<file path="src/rtl/ripple_count_ctrl_pkg.sv">
// Shared types and default constants for the ripple counter sequencer/checker.
package ripple_count_ctrl_pkg;

  typedef enum logic [2:0] {
    ST_IDLE,
    ST_CLEAR,
    ST_PULSE,
    ST_SETTLE,
    ST_CHECK,
    ST_DONE
  } state_e;

  localparam int DEF_WIDTH         = 4;
  localparam int DEF_CLR_CYCLES    = 2;
  localparam int DEF_SETTLE_CYCLES = 4;
  localparam int SETTLE_CNT_W      = $clog2(DEF_SETTLE_CYCLES + 2);

endpackage

</file>
<file path="src/rtl/ripple_count_ctrl_sync_2ff.sv">
// Single-bit two-flop synchroniser with asynchronous active-low reset.
module sync_2ff (
  input  logic clk,
  input  logic rst_n,
  input  logic d_i,
  output logic q_o
);

  logic meta_q;
  logic sync_q;

  always_ff @(posedge clk or negedge rst_n) begin
    if (!rst_n) begin
      meta_q <= 1'b0;
      sync_q <= 1'b0;
    end else begin
      meta_q <= d_i;
      sync_q <= meta_q;
    end
  end

  assign q_o = sync_q;

endmodule

</file>
<file path="src/rtl/ripple_count_ctrl.sv">
// Sequencer that clears, pulses and self-checks an external ripple up-counter
// against an internal shadow count once the ripple chain has settled.
module ripple_count_ctrl
  import ripple_count_ctrl_pkg::*;
#(
  parameter int WIDTH         = DEF_WIDTH,
  parameter int CLR_CYCLES    = DEF_CLR_CYCLES,
  parameter int SETTLE_CYCLES = DEF_SETTLE_CYCLES
) (
  input  logic             clk,
  input  logic             rst,
  input  logic             start,
  input  logic             abort,
  input  logic [WIDTH-1:0] target,
  input  logic [WIDTH-1:0] cnt_q,
  output logic             cnt_pulse,
  output logic             cnt_clr,
  output logic             busy,
  output logic             done,
  output logic             err,
  output logic [WIDTH-1:0] count
);

  localparam int SETTLE_W = $clog2(SETTLE_CYCLES + 2);
  localparam int CLR_W    = $clog2(CLR_CYCLES + 1);
  localparam int TMR_W    = (SETTLE_W > CLR_W) ? SETTLE_W : CLR_W;

  localparam logic [TMR_W-1:0] CLR_LAST    = TMR_W'(CLR_CYCLES - 1);
  localparam logic [TMR_W-1:0] SETTLE_LAST = TMR_W'(SETTLE_CYCLES + 1);

  state_e             state_q, state_d;
  logic [TMR_W-1:0]   tmr_q, tmr_d;
  logic [WIDTH-1:0]   count_q, count_d;
  logic [WIDTH-1:0]   target_q, target_d;
  logic               err_q, err_d;
  logic               cnt_pulse_q, cnt_pulse_d;
  logic               cnt_clr_q, cnt_clr_d;
  logic               busy_q, busy_d;
  logic               done_q, done_d;
  logic [WIDTH-1:0]   cnt_sync;
  logic               abort_run;

  // Each bit is synchronised independently; the word is only compared after
  // the settle window, when the counter is no longer moving.
  generate
    for (genvar gi = 0; gi < WIDTH; gi++) begin : g_sync
      sync_2ff u_sync (
        .clk   (clk),
        .rst_n (rst),
        .d_i   (cnt_q[gi]),
        .q_o   (cnt_sync[gi])
      );
    end
  endgenerate

  assign abort_run = abort && (state_q != ST_IDLE);

  always_comb begin
    state_d  = state_q;
    tmr_d    = tmr_q + 1'b1;
    count_d  = count_q;
    target_d = target_q;
    err_d    = err_q;

    case (state_q)
      ST_IDLE: begin
        tmr_d = '0;
        if (start) begin
          target_d = target;
          err_d    = 1'b0;
          count_d  = '0;
          state_d  = ST_CLEAR;
        end
      end
      ST_CLEAR: begin
        if (tmr_q == CLR_LAST) begin
          tmr_d   = '0;
          state_d = ST_SETTLE;
        end
      end
      ST_PULSE: begin
        tmr_d   = '0;
        state_d = ST_SETTLE;
      end
      ST_SETTLE: begin
        if (tmr_q == SETTLE_LAST) begin
          state_d = ST_CHECK;
        end
      end
      ST_CHECK: begin
        if (cnt_sync != count_q) begin
          err_d   = 1'b1;
          state_d = ST_DONE;
        end else if (count_q == target_q) begin
          state_d = ST_DONE;
        end else begin
          count_d = count_q + 1'b1;
          state_d = ST_PULSE;
        end
      end
      ST_DONE: begin
        state_d = ST_IDLE;
      end
      default: begin
        state_d = ST_IDLE;
      end
    endcase

    // Abort overrides everything, including a pending mismatch or done.
    if (abort_run) begin
      state_d  = ST_IDLE;
      tmr_d    = '0;
      count_d  = '0;
      err_d    = err_q;
    end

    cnt_pulse_d = (state_d == ST_PULSE);
    cnt_clr_d   = (state_d == ST_CLEAR) || abort_run;
    busy_d      = (state_d != ST_IDLE);
    done_d      = (state_d == ST_DONE);
  end

  always_ff @(posedge clk or negedge rst) begin
    if (!rst) begin
      state_q     <= ST_IDLE;
      tmr_q       <= '0;
      count_q     <= '0;
      target_q    <= '0;
      err_q       <= 1'b0;
      cnt_pulse_q <= 1'b0;
      cnt_clr_q   <= 1'b1;
      busy_q      <= 1'b0;
      done_q      <= 1'b0;
    end else begin
      state_q     <= state_d;
      tmr_q       <= tmr_d;
      count_q     <= count_d;
      target_q    <= target_d;
      err_q       <= err_d;
      cnt_pulse_q <= cnt_pulse_d;
      cnt_clr_q   <= cnt_clr_d;
      busy_q      <= busy_d;
      done_q      <= done_d;
    end
  end

  assign cnt_pulse = cnt_pulse_q;
  assign cnt_clr   = cnt_clr_q;
  assign busy      = busy_q;
  assign done      = done_q;
  assign err       = err_q;
  assign count     = count_q;

endmodule
</file>
<file path="config.mk">
export PLATFORM = sky130hd
export DESIGN_NAME = ripple_count_ctrl
export DESIGN_NICKNAME = d
export VERILOG_FILES = /design/src/rtl/ripple_count_ctrl_pkg.sv /design/src/rtl/ripple_count_ctrl_sync_2ff.sv /design/src/rtl/ripple_count_ctrl.sv
export SDC_FILE = /design/constraint.sdc
export NUM_CORES = 1
export LEC_CHECK = 0
export ABC_CLOCK_PERIOD_IN_PS = 1710
export CORE_ASPECT_RATIO = 0.75
export CORE_MARGIN = 4
export CORE_UTILIZATION = 44
export CTS_CLUSTER_DIAMETER = 150
export DETAILED_ROUTE_END_ITERATION = 10
export PLACE_DENSITY = 0.71
export RECOVER_POWER = 50
export SETUP_SLACK_MARGIN = 0.15
export SLEW_MARGIN = 15
export SYNTH_ARGS = -nofsm -noshare
export SYNTH_HDL_FRONTEND = slang
export SYNTH_HIERARCHICAL = 1
export SYNTH_SLANG_ARGS = --single-unit
</file>
<file path="constraint.sdc">
create_clock -name clk -period 1.71 [get_ports clk]
set_input_delay 0.4275 -clock clk [delete_from_list [all_inputs] [get_ports clk]]
set_output_delay 0.4275 -clock clk [all_outputs]
set_load 0.01 [all_outputs]
</file>
==> impl_metrics.toml, run 1 <==
[yosys]
ys.flop_type = "dfrtp_1"
syn_area_um2 = 1217
ys_types = 34
yosysSeqAreaShare = 0.5560
avgSynthCellArea_um2 = 10.97
syn_inst = 111
yosys_warnings = 6
syn_nets = 126
synth_edf_count = 0
async_reset_ff_frac = 1.000
synth_seq_cells = 27

[die]
placementRows = 16
core_um2 = 2623
start_util = 0.4642
die_area_um2 = 3681
dieHeight_um = 53.56
io_pins = 21
die_w_um = 68.74

[clock_tree]
cts_tree = "yes"
clk_pin_slew_ns = 0.09
cts-root-buf = "clkbuf_8"
clock-sinks = 27
cts-htree-levels = 1
numCtsBuffers = 3
cts_buffer_depth = 2
insertion_delay_ns = 0.27
cts_hold_buffers = 0

[pwr]
p_int_mw = 1.114
pwr-share-seq = 0.501
powerDensity_nw_per_um2 = 921.3
ir_worst_vdd_v = 0.0005751
p_leak_nw = 0.8174
total_power_mw = 1.598
pwr-share-comb = 0.277
switching_power_uw = 484.0
clock_power_share = 0.222
swShare = 0.3029

[critical_path]
crit_type = "reg2reg"
reg2reg_depth = 6
start_kind = "flip-flop"
critPathTopFamily = "simple AND/OR/NAND/NOR gates"
path_buf_inv = 1
crit_path_top_delay_cell = "dfrtp_2"
r2r_slack_ns = -0.05
arrival_ns = 1.93
critPathMaxStageDelay_ns = 0.46
regToRegStartpoint = "count[2]"
critPathMaxFanout = 4
end_kind = "flip-flop"
startpoint = "count[2]"
r2r_end = "count[2]"
path_cells = "buf_6, xor2_4, nor4_4, or2_4, or3_4, a31o_1"
cp.required_ns = 1.88

[sta]
slew_headroom = 0.5701
fin_ws_ns = -0.04579
post-route-period-util = 1.027
drv_slew = 0
worstMarginPinSlew_ns = 0.6448
setup_violations = 2
min_period_ns = 1.756
hold_violations = 0
skew_ns = 0.01039
fmaxAchievable_ghz = 0.5695
rsz0062_at_grt = "true"

[routing]
antenna_left = 0
wl_per_cell_um = 15.01
viasPerCell = 5.286
wirelength_um = 2777
route.vias.total = 978
drc = 0
drtPass1Iterations = 4
drtIter0Drc = 71

[run]
maxCapViolations = 0

[cells_and_area]
fin_cells = 185
final_cell_mix = "dfrtp_1 (23), buf_4 (18), nor2_1 (9), o21ai_0 (6), clkdlybuf4s50_1 (6)"
layout-drive-gt1-share = 0.3423
layout.cells.most_common = "dfrtp_1"
fill_cells = 203
nets = 165
area_growth_pct = 42.45
finish.utilization = 0.6613
diodes = 0

[global_routing]
grt_pass1_wl_um = 4692
track_usage = 0.1769
grt_max_degree = 28
grt-ovfl-total = 0
first_global_vias = 982
antenna_found_initial = 0

[placement]
routabilityCongestion = 0.8566
dp.cells = 178
port_buffers = 20
pre_cts_ws_ns = -0.03172
dp_hpwl_um = 1933

[hold_path]
holdPathStages = 0
min_to = "g_sync[0].u_sync/q_o"
hold_class = "reg2reg"
worst_hold_startpoint = "g_sync[0].u_sync/meta_q"

[run_status]
violations = "setup timing"
status = "finished with violations"
[per-stage QoR]
stage,hold slack [ns],instance area (µm²),TNS [ns]
finish,0.3531,1734,-0.08776
CTS,0.3574,1664,-0.01481
global placement,0.3318,1560,-0.06384
detailed placement,0.3372,1560,-0.1228
global route,0.3602,1734,-0.3084
floorplan,0.1319,1225,-0.08196
[Yosys cell counts (2+ instances only)]
cell type	number	area, µm²
dfrtp_1	26	650.6
nor2_1	10	37.54
o21ai_0	10	50.05
a21oi_1	5	25.02
inv_1	5	18.77
nand2_1	5	18.77
nor3_1	5	25.02
clkbuf_1	4	15.01
mux2_2	4	45.04
xnor2_1	4	35.03
xor2_1	4	35.03
ha_1	3	37.54
nand4_1	3	18.77
nand3_1	2	10.01
nor4_1	2	12.51
[per-layer routing]
metal | GRT usage | up-vias | wire length [µm]
li1 | - | 463 | -
met1 | 0.2320 | 469 | 1260
met3 | 0.05637 | 6 | 157
met4 | 0.04531 | 0 | 26
met2 | 0.2853 | 40 | 1332
met5 | 0 | - | 0
[worst max path at each step]
stage | endpoint | slack (ns) | cells past startpoint
finish | count[2] | -0.05 | 6
CTS | count[2] | -0.01 | 5
global placement | count[3] | -0.03 | 4
detailed placement | count[3] | -0.03 | 4
global route | count[2] | -0.14 | 7
floorplan | count[2] | -0.08 | 7
[layout make-up]
cell class,count,area [µm²],share of cell area
flip-flops and latches,27,680.7,0.3925
inverters,5,18.77,0.01082
clock buffers,4,45.04,0.02597
repair buffers,40,340.3,0.1962
multi-input cells,73,604.3,0.3485
well taps,36,45.04,0.02597
[power by group through the flow]
stage / Clock, mW / Combinational (mW) / Sequential, mW
after floorplan: 0 / 0.215 / 0.786
after global placement: 0 / 0.370 / 0.791
after detailed placement: 0 / 0.382 / 0.794
after CTS: 0.363 / 0.390 / 0.785
after global routing: 0.393 / 0.485 / 0.811
final: 0.354 / 0.443 / 0.801
[cell families after synthesis]
group           after synthesis  share of synthesized area
mux                           4                    0.03700
compound gates               24                     0.1223
xor+xnor                      9                    0.07091
flops                        27                     0.5560
simple gates                 33                     0.1418
buf+inv                      11                    0.04110
fa+ha+maj                     3                    0.03084
[sequential cells by signal, summed over array words and instances (netlist names)]
register / count
state_q: 3
cnt_clr: 1
cnt_pulse: 1
done: 1
count: 4
err: 1
target_q: 4
busy: 1
tmr_q: 3
g_sync.u_sync/q_o: 4
g_sync.u_sync/meta_q: 4
[repair_timing]
item,in CTS,in global routing
gates cloned,0,0
endpoints found under the setup margin,11,12
buffers inserted,3,0
endpoints found under the hold margin,0,0
resized for setup,19,20
pin swaps,8,6
Note: power is estimated with default switching activity, not from simulation.
==> run 2, diff against run 1 <==
ABC_CLOCK_PERIOD_IN_PS = 1750   (was 1710)
GPL_TIMING_DRIVEN = 1   (was unset)
PLACE_DENSITY = 0.68   (was 0.71)
clock period = 1.75 ns   (was 1.71 ns; I/O delays follow)
==> impl_metrics.toml, run 2 (same netlist as run 1, synthesis figures left out) <==
[cells_and_area]
area_growth_pct = 45.43
finish.utilization = 0.6751
fill_cells = 195
nets = 170
layout.cells.most_common = "dfrtp_1"
diodes = 0
layout-drive-gt1-share = 0.3442
final_cell_mix = "dfrtp_1 (26), buf_4 (20), nor2_1 (8), o21ai_0 (6), clkdlybuf4s50_1 (6)"

[run_status]
status = "finished with violations"
violations = "setup timing"

[routing]
route.vias.total = 995
wl_per_cell_um = 13.85
wirelength_um = 2632
antenna_left = 0
viasPerCell = 5.237
drtPass1Iterations = 4
drc = 0
drtIter0Drc = 67

[critical_path]
critPathMaxFanout = 3
end_kind = "flip-flop"
cp.required_ns = 1.92
start_kind = "flip-flop"
critPathMaxStageDelay_ns = 0.39
crit_type = "reg2reg"
path_cells = "buf_4, xnor2_2, nand4_2, buf_4, buf_6, o311a_1, o21ai_2, o41ai_2"
crit_path_top_delay_cell = "dfrtp_1"
arrival_ns = 1.93
crit_path_frequent_cell = "buf_4"

[sta]
worstMarginPinSlew_ns = 0.6469
post-route-period-util = 1.008
setup_violations = 1
min_period_ns = 1.764
drv_slew = 0
hold_violations = 0
skew_ns = 0.01618
fmaxAchievable_ghz = 0.5669
rsz0062_at_grt = "true"
fin_ws_ns = -0.01394
slew_headroom = 0.5687

[placement]
port_buffers = 20
dp_hpwl_um = 1884
pre_cts_ws_ns = -0.03929
routabilityCongestion = 0.8597

[clock_tree]
cts_hold_buffers = 0
insertion_delay_ns = 0.28
cts-root-buf = "clkbuf_8"
clk_pin_slew_ns = 0.10
clock-sinks = 27
cts-htree-levels = 1
cts_buffer_depth = 2
cts_tree = "yes"
numCtsBuffers = 3

[die]
start_util = 0.4642
die_area_um2 = 3681
placementRows = 16
io_pins = 21
core_um2 = 2623
dieHeight_um = 53.56
die_w_um = 68.74

[global_routing]
grt-ovfl-total = 0
track_usage = 0.1617
grt_max_degree = 28
first_global_vias = 987
antenna_found_initial = 0
grt_pass1_wl_um = 4340

[run]
maxCapViolations = 0

[hold_path]
hold_class = "reg2reg"

[pwr]
p_leak_nw = 0.8476
powerDensity_nw_per_um2 = 862.2
ir_worst_vdd_v = 0.0005897
[run 2: changes by cell type in the layout (fill, tap and decap cells not counted), moves of 2 or more]
cell and delta:
dlymetal6s2s_1 +2, buf_4 +2, dfrtp_2 -3, dlygate4sd2_1 -2
buf_6 +3, dfrtp_1 +3
[run 2: metal layers]
metal | vias to the layer above | global-route usage | routed length, µm | share of wire
li1 | 475 | - | - | -
met1 | 488 | 0.2120 | 1173 | 0.45
met2 | 30 | 0.2694 | 1279 | 0.49
met3 | 2 | 0.04802 | 171 | 0.065
met4 | 0 | 0.02913 | 7 | 0.0027
met5 | - | 0 | 0 | 0
[run 2: path summary, 6_finish.rpt]
path | endpoint | cells past startpoint | slack [ns] | startpoint
min in group asynchronous | busy | 2 | 0.70 | rst
min | g_sync[2].u_sync/q_o | 0 | 0.36 | g_sync[2].u_sync/meta_q
min reg2reg | g_sync[2].u_sync/q_o | 0 | 0.36 | g_sync[2].u_sync/meta_q
max reg2reg | count[3] | 8 | -0.01 | count[1]
max | count[3] | 8 | -0.01 | count[1]
max in group asynchronous | tmr_q[2] | 2 | 0.61 | rst
[run 2: power breakdown]
group	total [mW]	internal [mW]	leakage, nW	switching (mW)
Clock	0.348	0.159	0.0255	0.189
Combinational	0.402	0.211	0.481	0.191
Sequential	0.776	0.707	0.341	0.0697
[run 2: worst max-delay path: cells and delay by family, from the launching register on]
family,cells,cell delay [ns]
AOI/OAI and AO/OA,3,0.59
buffers and inverters,3,0.43
DFF,1,0.39
xor gates and xnor gates,1,0.13
and+or+nand+nor,1,0.12
[run 2: per-stage QoR]
stage | power, mW | instance area (µm²) | cells | TNS, ns | hold WS [ns]
6_report | 1.527 | 1770 | 190 | -0.01394 | 0.3552
3_5_place_dp | 1.144 | 1551 | 177 | -0.1100 | 0.3385
3_3_place_gp | 1.132 | 1551 | 177 | 0 | 0.3329
5_1_grt | 1.624 | 1770 | 190 | -0.1197 | 0.3711
4_1_cts | 1.497 | 1647 | 186 | 0 | 0.3582
2_1_floorplan | 0.9780 | 1224 | 111 | -0.04199 | 0.1419
[run 2: repair_timing]
item                       4_1_cts  5_1_grt
setup buffers                    5        4
pin swaps                        2       10
gates resized for setup          9       28
setup endpoints to repair       13       17
[run 2: area by class of cell]
type	instances	area [µm²]	area share
clock buffer	3	41.29	0.02332
sequential	27	676.9	0.3823
timing repair buffer	45	401.6	0.2269
clock inverter	1	5.005	0.002827
tap	36	45.04	0.02544
inverter	5	18.77	0.01060
multi-input combinational	73	581.8	0.3286
==> run 3, diff against run 2 <==
ABC_CLOCK_PERIOD_IN_PS = 1500   (was 1750)
CAP_MARGIN = 40   (was unset)
CTS_CLUSTER_DIAMETER = 40   (was 150)
PLACE_DENSITY = 0.71   (was 0.68)
clock period = 1.5 ns   (was 1.75 ns; I/O delays follow)
==> impl_metrics.toml, run 3 (same netlist as run 1, synthesis figures left out) <==
[run_status]
status = "finished with violations"
violations = "setup timing"

[pwr]
ir_worst_vdd_v = 0.0007262
total_power_mw = 1.911
powerDensity_nw_per_um2 = 1001
p_leak_nw = 0.8575

[routing]
wl_per_cell_um = 16.59
route.vias.total = 1090
antenna_left = 0
drtIter0Drc = 79
viasPerCell = 5.505
drtPass1Iterations = 4
wirelength_um = 3284
drc = 0

[critical_path]
start_kind = "flip-flop"
arrival_ns = 1.90
path_buf_inv = 1
crit_path_top_delay_cell = "dfrtp_2"
critPathMaxStageDelay_ns = 0.43
path_cells = "buf_6, xnor2_4, nand4_2, or2_1, or3_1, a31o_1"
cp.required_ns = 1.67
crit_type = "reg2reg"
critPathMaxFanout = 2
end_kind = "flip-flop"
critPathTopFamily = "simple AND/OR/NAND/NOR gates"

[sta]
slew_headroom = 0.5627
drv_slew = 0
worstMarginPinSlew_ns = 0.6559
fmaxAchievable_ghz = 0.5780
post-route-period-util = 1.153
fin_ws_ns = -0.2301
rsz0062_at_grt = "true"
hold_violations = 0
skew_ns = 0.01195
setup_violations = 9
min_period_ns = 1.730

[die]
placementRows = 16
io_pins = 21
die_area_um2 = 3681
dieHeight_um = 53.56
start_util = 0.4642
die_w_um = 68.74
core_um2 = 2623

[placement]
port_buffers = 20
routabilityCongestion = 0.8579
dp_hpwl_um = 2040

[cells_and_area]
finish.utilization = 0.7276
layout-drive-gt1-share = 0.4568
final_cell_mix = "dfrtp_1 (22), buf_4 (19), buf_6 (17), nor2_1 (7), o21ai_0 (6)"
layout.cells.most_common = "dfrtp_1"
area_growth_pct = 56.73
diodes = 0
nets = 178
fill_cells = 164

[clock_tree]
clk_pin_slew_ns = 0.10
cts_buffer_depth = 2
cts_tree = "yes"
insertion_delay_ns = 0.27
cts_hold_buffers = 0
clock-sinks = 27
numCtsBuffers = 3
cts-htree-levels = 1
cts-root-buf = "clkbuf_8"

[global_routing]
grt_max_degree = 28
antenna_found_initial = 0
grt-ovfl-total = 0
first_global_vias = 1022
track_usage = 0.1854
grt_pass1_wl_um = 4933

[run]
maxCapViolations = 0

[hold_path]
hold_class = "reg2reg"
==> run 3: worst paths after layout <==
kind / start / endpoint / slack, ns / depth (start not counted)
setup / recovery: count[1] / count[2] / -0.23 / 6
hold / removal: g_sync[2].u_sync/meta_q / g_sync[2].u_sync/q_o / 0.35 / 0
setup reg to reg: count[1] / count[2] / -0.23 / 6
hold reg to reg: g_sync[2].u_sync/meta_q / g_sync[2].u_sync/q_o / 0.35 / 0
max in group asynchronous: rst / count[3] / 0.37 / 2
min in group asynchronous: rst / done / 0.65 / 2
==> run 3: layout make-up <==
| class | instances | area [µm²] | share of cell area |
|---|---|---|---|
| clock buffers | 4 | 45.04 | 0.02361 |
| well taps | 36 | 45.04 | 0.02361 |
| flip-flops and latches | 27 | 681.9 | 0.3574 |
| repair buffers | 53 | 489.2 | 0.2564 |
| inverters | 5 | 18.77 | 0.009836 |
| multi-input cells | 73 | 628.1 | 0.3292 |
==> run 3: routing by layer <==
layer | global-route usage | up-vias | wire length [µm]
met5 | 0 | - | 0
met4 | 0.03560 | 0 | 78
met3 | 0.06054 | 10 | 272
met2 | 0.3059 | 57 | 1574
met1 | 0.2413 | 534 | 1358
li1 | - | 489 | -
==> run 3: repair_timing <==
action	4_1_cts	5_1_grt
resized for setup	39	40
endpoints found under the hold margin	0	0
setup buffers	5	7
pin swaps	4	9
setup endpoints to repair	22	21
==> run 3: per-stage QoR <==
stage               instances  hold WS [ns]  instance area, µm²  setup TNS, ns  setup WS [ns]
finish                    198        0.3520                1908         -1.335        -0.2301
global route              198        0.3682                1908         -1.825        -0.2839
CTS                       191        0.3551                1708        -0.7085        -0.1767
detailed placement        182        0.3347                1590         -1.458        -0.2681
global placement          182        0.3313                1590         -1.161        -0.1710
floorplan                 111       0.07941                1225        -0.8392        -0.2920
==> run 3: report_power, final <==
part	switching, mW	leakage, nW	total (mW)	internal (mW)
clock network	0.219	0.0228	0.409	0.190
registers	0.0735	0.334	0.898	0.825
logic	0.283	0.500	0.603	0.320
